**src/rtl/writeback_unit_if.sv**
```systemverilog
// Load-result handshake between the memory path and the writeback unit.
// The master offers a result; the slave (writeback FIFO) returns ready.
interface writeback_unit_if #(
   parameter int DATA_W = 32,
   parameter int ADDR_W = 5
);
   logic              mem_valid;
   logic [ADDR_W-1:0] mem_dest;
   logic [DATA_W-1:0] mem_data;
   logic              mem_ready;

   modport master (output mem_valid, mem_dest, mem_data, input mem_ready);
   modport slave  (input mem_valid, mem_dest, mem_data, output mem_ready);
endinterface

```
**src/rtl/writeback_unit.sv**
```systemverilog
// Register-file write port owner: merges ALU and buffered load results into one
// registered write per cycle and tracks pending destinations for hazard stalls.
module writeback_unit #(
   parameter int DEPTH  = 4,
   parameter int DATA_W = 32,
   parameter int ADDR_W = 5
) (
   input  logic              clk,
   input  logic              reset,
   input  logic [ADDR_W-1:0] inst_read_reg_addr1,
   input  logic [ADDR_W-1:0] inst_read_reg_addr2,
   input  logic              issue_valid,
   input  logic [ADDR_W-1:0] issue_dest,
   input  logic              alu_valid,
   input  logic [ADDR_W-1:0] alu_dest,
   input  logic [DATA_W-1:0] alu_data,
   writeback_unit_if.slave   mem,
   output logic              stall_flag,
   output logic              reg_wr,
   output logic [ADDR_W-1:0] reg_wr_addr,
   output logic [DATA_W-1:0] reg_wr_data,
   output logic [5:0]        pending_count,
   output logic              wb_error
);

   localparam int NREG = 1 << ADDR_W;
   localparam int PW   = $clog2(DEPTH);
   localparam logic [PW:0] FULL_CNT = (PW+1)'(DEPTH);

   logic [ADDR_W-1:0] fifo_dest [DEPTH];
   logic [DATA_W-1:0] fifo_data [DEPTH];
   logic [PW-1:0]     wr_ptr;
   logic [PW-1:0]     rd_ptr;
   logic [PW:0]       count;

   logic [NREG-1:0]   pending;
   logic [NREG-1:0]   pending_nxt;
   logic [5:0]        count_nxt;

   logic              push;
   logic              pop;
   logic              issue_ok;
   logic              sel_valid;
   logic [ADDR_W-1:0] sel_dest;
   logic [DATA_W-1:0] sel_data;

   assign mem.mem_ready = (count != FULL_CNT);
   assign push          = mem.mem_valid & mem.mem_ready;
   assign pop           = ~alu_valid & (count != '0);

   assign stall_flag = pending[inst_read_reg_addr1] | pending[inst_read_reg_addr2] |
                       (issue_valid & pending[issue_dest]);
   assign issue_ok   = issue_valid & ~stall_flag & (issue_dest != '0);

   // ALU has no backpressure, so it always wins; the FIFO drains on idle ALU cycles.
   always_comb begin
      sel_valid = 1'b0;
      sel_dest  = '0;
      sel_data  = '0;
      if (alu_valid) begin
         sel_valid = 1'b1;
         sel_dest  = alu_dest;
         sel_data  = alu_data;
      end else if (pop) begin
         sel_valid = 1'b1;
         sel_dest  = fifo_dest[rd_ptr];
         sel_data  = fifo_data[rd_ptr];
      end
   end

   // Clear applied before set so a same-address collision leaves the bit set.
   always_comb begin
      pending_nxt = pending;
      if (reg_wr) pending_nxt[reg_wr_addr] = 1'b0;
      if (issue_ok) pending_nxt[issue_dest] = 1'b1;
      count_nxt = '0;
      for (int i = 0; i < NREG; i++) count_nxt = count_nxt + 6'(pending_nxt[i]);
   end

   always_ff @(posedge clk) begin
      if (push) begin
         fifo_dest[wr_ptr] <= mem.mem_dest;
         fifo_data[wr_ptr] <= mem.mem_data;
      end
   end

   always_ff @(posedge clk or negedge reset) begin
      if (!reset) begin
         wr_ptr        <= '0;
         rd_ptr        <= '0;
         count         <= '0;
         pending       <= '0;
         pending_count <= '0;
         wb_error      <= 1'b0;
         reg_wr        <= 1'b0;
         reg_wr_addr   <= '0;
         reg_wr_data   <= '0;
      end else begin
         if (push) wr_ptr <= wr_ptr + PW'(1);
         if (pop)  rd_ptr <= rd_ptr + PW'(1);
         case ({push, pop})
            2'b10:   count <= count + (PW+1)'(1);
            2'b01:   count <= count - (PW+1)'(1);
            default: count <= count;
         endcase
         pending       <= pending_nxt;
         pending_count <= count_nxt;
         if (reg_wr && !pending[reg_wr_addr]) wb_error <= 1'b1;
         reg_wr <= sel_valid & (sel_dest != '0);
         if (sel_valid) begin
            reg_wr_addr <= sel_dest;
            reg_wr_data <= sel_data;
         end
      end
   end

endmodule

```
**src/flat_wrapper.sv**
```systemverilog
// flat-port wrapper written by rule: the top's interface ports become plain ports
module writeback_unit_flat 
#(
   parameter int DEPTH  = 4,
   parameter int DATA_W = 32,
   parameter int ADDR_W = 5
)
  (clk, reset, inst_read_reg_addr1, inst_read_reg_addr2, issue_valid, issue_dest, alu_valid, alu_dest, alu_data, stall_flag, reg_wr, reg_wr_addr, reg_wr_data, pending_count, wb_error, mem_mem_valid, mem_mem_dest, mem_mem_data, mem_mem_ready);
  writeback_unit_if #(.DATA_W(DATA_W), .ADDR_W(ADDR_W)) mem_i ();
  input  logic clk;
  input  logic reset;
  input  logic [ADDR_W-1:0] inst_read_reg_addr1;
  input  logic [ADDR_W-1:0] inst_read_reg_addr2;
  input  logic issue_valid;
  input  logic [ADDR_W-1:0] issue_dest;
  input  logic alu_valid;
  input  logic [ADDR_W-1:0] alu_dest;
  input  logic [DATA_W-1:0] alu_data;
  output logic stall_flag;
  output logic reg_wr;
  output logic [ADDR_W-1:0] reg_wr_addr;
  output logic [DATA_W-1:0] reg_wr_data;
  output logic [5:0] pending_count;
  output logic wb_error;
  input wire logic [$bits(mem_i.mem_valid)-1:0] mem_mem_valid;
  input wire logic [$bits(mem_i.mem_dest)-1:0] mem_mem_dest;
  input wire logic [$bits(mem_i.mem_data)-1:0] mem_mem_data;
  output wire logic [$bits(mem_i.mem_ready)-1:0] mem_mem_ready;
  assign mem_i.mem_valid = mem_mem_valid;
  assign mem_i.mem_dest = mem_mem_dest;
  assign mem_i.mem_data = mem_mem_data;
  assign mem_mem_ready = mem_i.mem_ready;
  writeback_unit #(.DEPTH(DEPTH), .DATA_W(DATA_W), .ADDR_W(ADDR_W)) u_core (.clk(clk), .reset(reset), .inst_read_reg_addr1(inst_read_reg_addr1), .inst_read_reg_addr2(inst_read_reg_addr2), .issue_valid(issue_valid), .issue_dest(issue_dest), .alu_valid(alu_valid), .alu_dest(alu_dest), .alu_data(alu_data), .mem(mem_i), .stall_flag(stall_flag), .reg_wr(reg_wr), .reg_wr_addr(reg_wr_addr), .reg_wr_data(reg_wr_data), .pending_count(pending_count), .wb_error(wb_error));
endmodule
```
**config.mk**
```make
export PLATFORM = sky130hd
export DESIGN_NAME = writeback_unit_flat
export DESIGN_NICKNAME = d
export VERILOG_FILES = /design/src/rtl/writeback_unit_if.sv /design/src/rtl/writeback_unit.sv /design/src/flat_wrapper.sv
export SDC_FILE = /design/constraint.sdc
export NUM_CORES = 1
export LEC_CHECK = 0
export BUFFER_PORTS_ARGS = -buffer_cell sky130_fd_sc_hd__buf_2
export CAP_MARGIN = 10
export CORE_ASPECT_RATIO = 0.8
export CORE_MARGIN = 2
export CORE_UTILIZATION = 40
export DETAILED_ROUTE_END_ITERATION = 10
export REMOVE_ABC_BUFFERS = 1
export SLEW_MARGIN = 10
export SYNTH_ARGS = -nofsm -noshare
export SYNTH_HDL_FRONTEND = slang
export SYNTH_SLANG_ARGS = --single-unit
```
**constraint.sdc**
```tcl
create_clock -name clk -period 6.5 [get_ports clk]
set_input_delay 1.3 -clock clk [delete_from_list [all_inputs] [get_ports clk]]
set_output_delay 1.3 -clock clk [all_outputs]
set_load 0.01 [all_outputs]
```
==> results.sh <==
export IMPL_outcome="finished with violations"
export IMPL_violations="negative setup slack"
export IMPL_critical_path_class="primary input to flip-flop"
export IMPL_grt_max_degree=68
export IMPL_yosysUniqueCellTypes=45
export IMPL_cts_max_level=1
export IMPL_syn_area_um2=11200
export IMPL_synth_top_cell_area_share_pct=39.7
export IMPL_io_buffers=140
export IMPL_instances_no_fill=1349
export IMPL_synth_seq_cells=232
export IMPL_clk_path_buf_depth=3
export IMPL_core_um2=27400
export IMPL_die_y_um=154
export IMPL_hold_path_class="flip-flop to flip-flop"
export IMPL_critPathMaxStageDelay_ns=0.56
export IMPL_path_buf_inv=6
export IMPL_wl_um=28700
export IMPL_worstPathMaxFanout=3
export IMPL_synthSimpleGateAreaFrac_pct=4.49
export IMPL_cts_tree="built"
export IMPL_dpl_hpwl_um=19800
export IMPL_final_common_cell="edfxtp_1"
export IMPL_cts_buffers=25
export IMPL_synth_top_cell_by_area="edfxtp_1"
export IMPL_start_util_pct=40.8
export IMPL_cp_common_cell="fa_1"
export IMPL_synth_warnings=0
export IMPL_cp_end_kind="flip-flop"
export IMPL_worst_slack_ns=-0.433
export IMPL_synth_compound_area_share_pct=12.5
export IMPL_area_growth_pct=24.3
export IMPL_hold_worst_slack_ns=0.491
export IMPL_synth_top_family_by_area="multiplexers"
export IMPL_clkLatencyLatePin_ns=0.51
export IMPL_period_minus_slack_ns=6.93
export IMPL_first_pass_iters=6
export IMPL_critPathSlowestCell="fa_2"
export IMPL_synth_edf_count=148
export IMPL_syn_avg_cell_area_um2=15.1
export IMPL_synth_xor_area_share_pct=0.704
export IMPL_drive_above_1_share_pct=37.6
export IMPL_rows=54
export IMPL_setup_violations_final=5
export IMPL_tns_ns=-1.69
export IMPL_dpl_cell_area_um2=12800
export IMPL_ys_flop_type="edfxtp_1"
export IMPL_dieArea_um2=29400
export IMPL_final_area_um2=13900
export IMPL_final_cell_mix="edfxtp_1, buf_2, buf_4, dfrtp_1, inv_1"
export IMPL_worst_pin_slew_ns=1.03
export IMPL_cp_arrival_ns=7.37
export IMPL_synth_adder_area_share_pct=5.92
export IMPL_synth_top_cells_by_area="edfxtp_1, dfrtp_1, mux4_2, fa_1, mux2i_1"
export IMPL_via_per_inst=5.60
export IMPL_placed_cells_incl_taps=1288
export IMPL_grt_ovfl_total=0
export IMPL_cts_hold_buf=0
export IMPL_cts_root_buffer="clkbuf_16"
export IMPL_final_setup_skew_ns=0.0172
export IMPL_drt_iter0_markers=761
export IMPL_relSlewSlack_pct=31.6
export IMPL_gp_congestion=0.929
export IMPL_rsz0062_at_grt="yes"
export IMPL_crit_family="adder cells"
export IMPL_num_vias=7561
export IMPL_drv_slew=0
export IMPL_hold_viol=0
export IMPL_crit_chain="buf_8 -> mux4_2 -> a222oi_1 -> nand3_2 -> buf_6 -> o41ai_4 -> ha_1 -> inv_2 -> fa_1 -> fa_2 -> fa_1 -> fa_1 -> fa_1 -> inv_1 -> fa_1 -> fa_2 -> inv_2 -> fa_2 -> inv_2 -> a21o_1 -> a21oi_2 -> xnor2_1"
export IMPL_synthCells=743
export IMPL_io_pins=141
export IMPL_ys_seq_area_share_pct=58.5
export IMPL_grt_antenna_before_repair=1
export IMPL_die_w_um=191
export IMPL_post_route_period_util_pct=107
export IMPL_grt_usage_pct=19.9
export IMPL_fin_nets=1098
export IMPL_ant_nets=0
export IMPL_clk_pin_slew_ns=0.06
export IMPL_grt_pass1_wl_um=45300
export IMPL_cp_required_ns=6.93
export IMPL_synthArstFlopShare_pct=36.2
export IMPL_wl_per_cell_um=21.3
export IMPL_muxShareOfSynthArea_pct=13.2
export IMPL_critPathLaunchType="primary input"
export IMPL_cap_violations=0
export IMPL_grt_pass1_vias=7866
export IMPL_drc=0
export IMPL_cts_sinks=232
export IMPL_max_freq_mhz=144
==> layer usage <==
metal  wire length (µm)  share of wire [%]  GRT usage (%)
met5                  0                  0              0
met4                745                2.6           5.64
met3               2280                8.0           4.45
met2              12500                 44           29.0
met1              13100                 46           29.9
==> synthesized netlist by cell type, types with 3 or more instances <==
| master | n |
|---|---|
| o22ai_1 | 4 |
| mux4_2 | 47 |
| buf_2 | 7 |
| a21o_1 | 3 |
| a222oi_1 | 33 |
| a22oi_1 | 13 |
| nor2_1 | 7 |
| o41ai_1 | 18 |
| mux2i_1 | 41 |
| nand2_1 | 27 |
| edfxtp_1 | 148 |
| nand3_1 | 15 |
| o21ai_0 | 38 |
| nor2b_1 | 13 |
| clkbuf_1 | 30 |
| a2111oi_0 | 4 |
| o41a_1 | 21 |
| o41ai_2 | 13 |
| xor2_1 | 3 |
| buf_1 | 6 |
| or3b_2 | 4 |
| inv_1 | 70 |
| dfrtp_1 | 84 |
| ha_1 | 13 |
| and2_1 | 3 |
| buf_6 | 8 |
| and3_1 | 5 |
| fa_1 | 25 |
| xnor2_1 | 6 |
| nand3b_1 | 8 |
| a21oi_1 | 5 |
==> worst paths after layout <==
check	start	end	slack (ns)	depth (start not counted)
worst max-delay path	issue_dest[0]	u_core.pending_count[4]	-0.43	22
worst min-delay path	u_core.reg_wr_data[17]	u_core.reg_wr_data[17]	0.49	2
worst max register to register	u_core.pending[17]	u_core.pending_count[4]	-0.17	22
worst min register to register	u_core.reg_wr_data[17]	u_core.reg_wr_data[17]	0.49	2
max in group asynchronous	reset	u_core.rd_ptr[1]	4.58	2
min in group asynchronous	reset	u_core.pending[2]	0.65	1
==> tightest hold or removal path, stage by stage (launching register included) <==
cell and delay (ns):
dfrtp_1 0.33, a222oi_1 0.07, inv_1 0.05
==> repair_timing <==
action / CTS / global route
setup endpoints to repair: 6 / 6
gates resized for setup: 37 / 4
hold endpoints to repair: 0 / 0
pin swaps: 37 / 8
cloned: 4 / 0
buffers inserted: 10 / 1
==> sequential cells by signal, indices dropped and copies added, names as in the netlist, 2 cells and up <==
register,count
u_core.pending,32
u_core.reg_wr_addr,5
u_core.fifo_data,128
u_core.count,3
u_core.fifo_dest,20
u_core.reg_wr_data,32
u_core.rd_ptr,2
u_core.pending_count,6
u_core.wr_ptr,2
==> cells by family after synthesis <==
group,Yosys count
simple gates,93
compound gates,160
fa+ha+maj,38
xor+xnor,9
flops,232
buf+inv,122
mux,89
==> final cells by class <==
class                   instances  area, µm²
clock inverters                15        160
flip-flops and latches        232       6550
diodes                          1       2.50
repair buffers                248       1650
clock buffers                  30        644
well taps                     364        455
inverters                      70        263
multi-input cells             389       4190
fillers                      2385      13500
==> metrics by stage <==
stage / worst slack (ns) / utilization [%]
final: -0.433 / 50.7
after detailed placement: -1.46 / 46.8
after floorplan: -1.84 / -
after global placement: -1.41 / 46.8
after CTS: -0.400 / 50.7
after global routing: -0.679 / 50.7
Power is not shown: default switching activity piles up to over one toggle a cycle in this logic, so the estimate is an artifact.
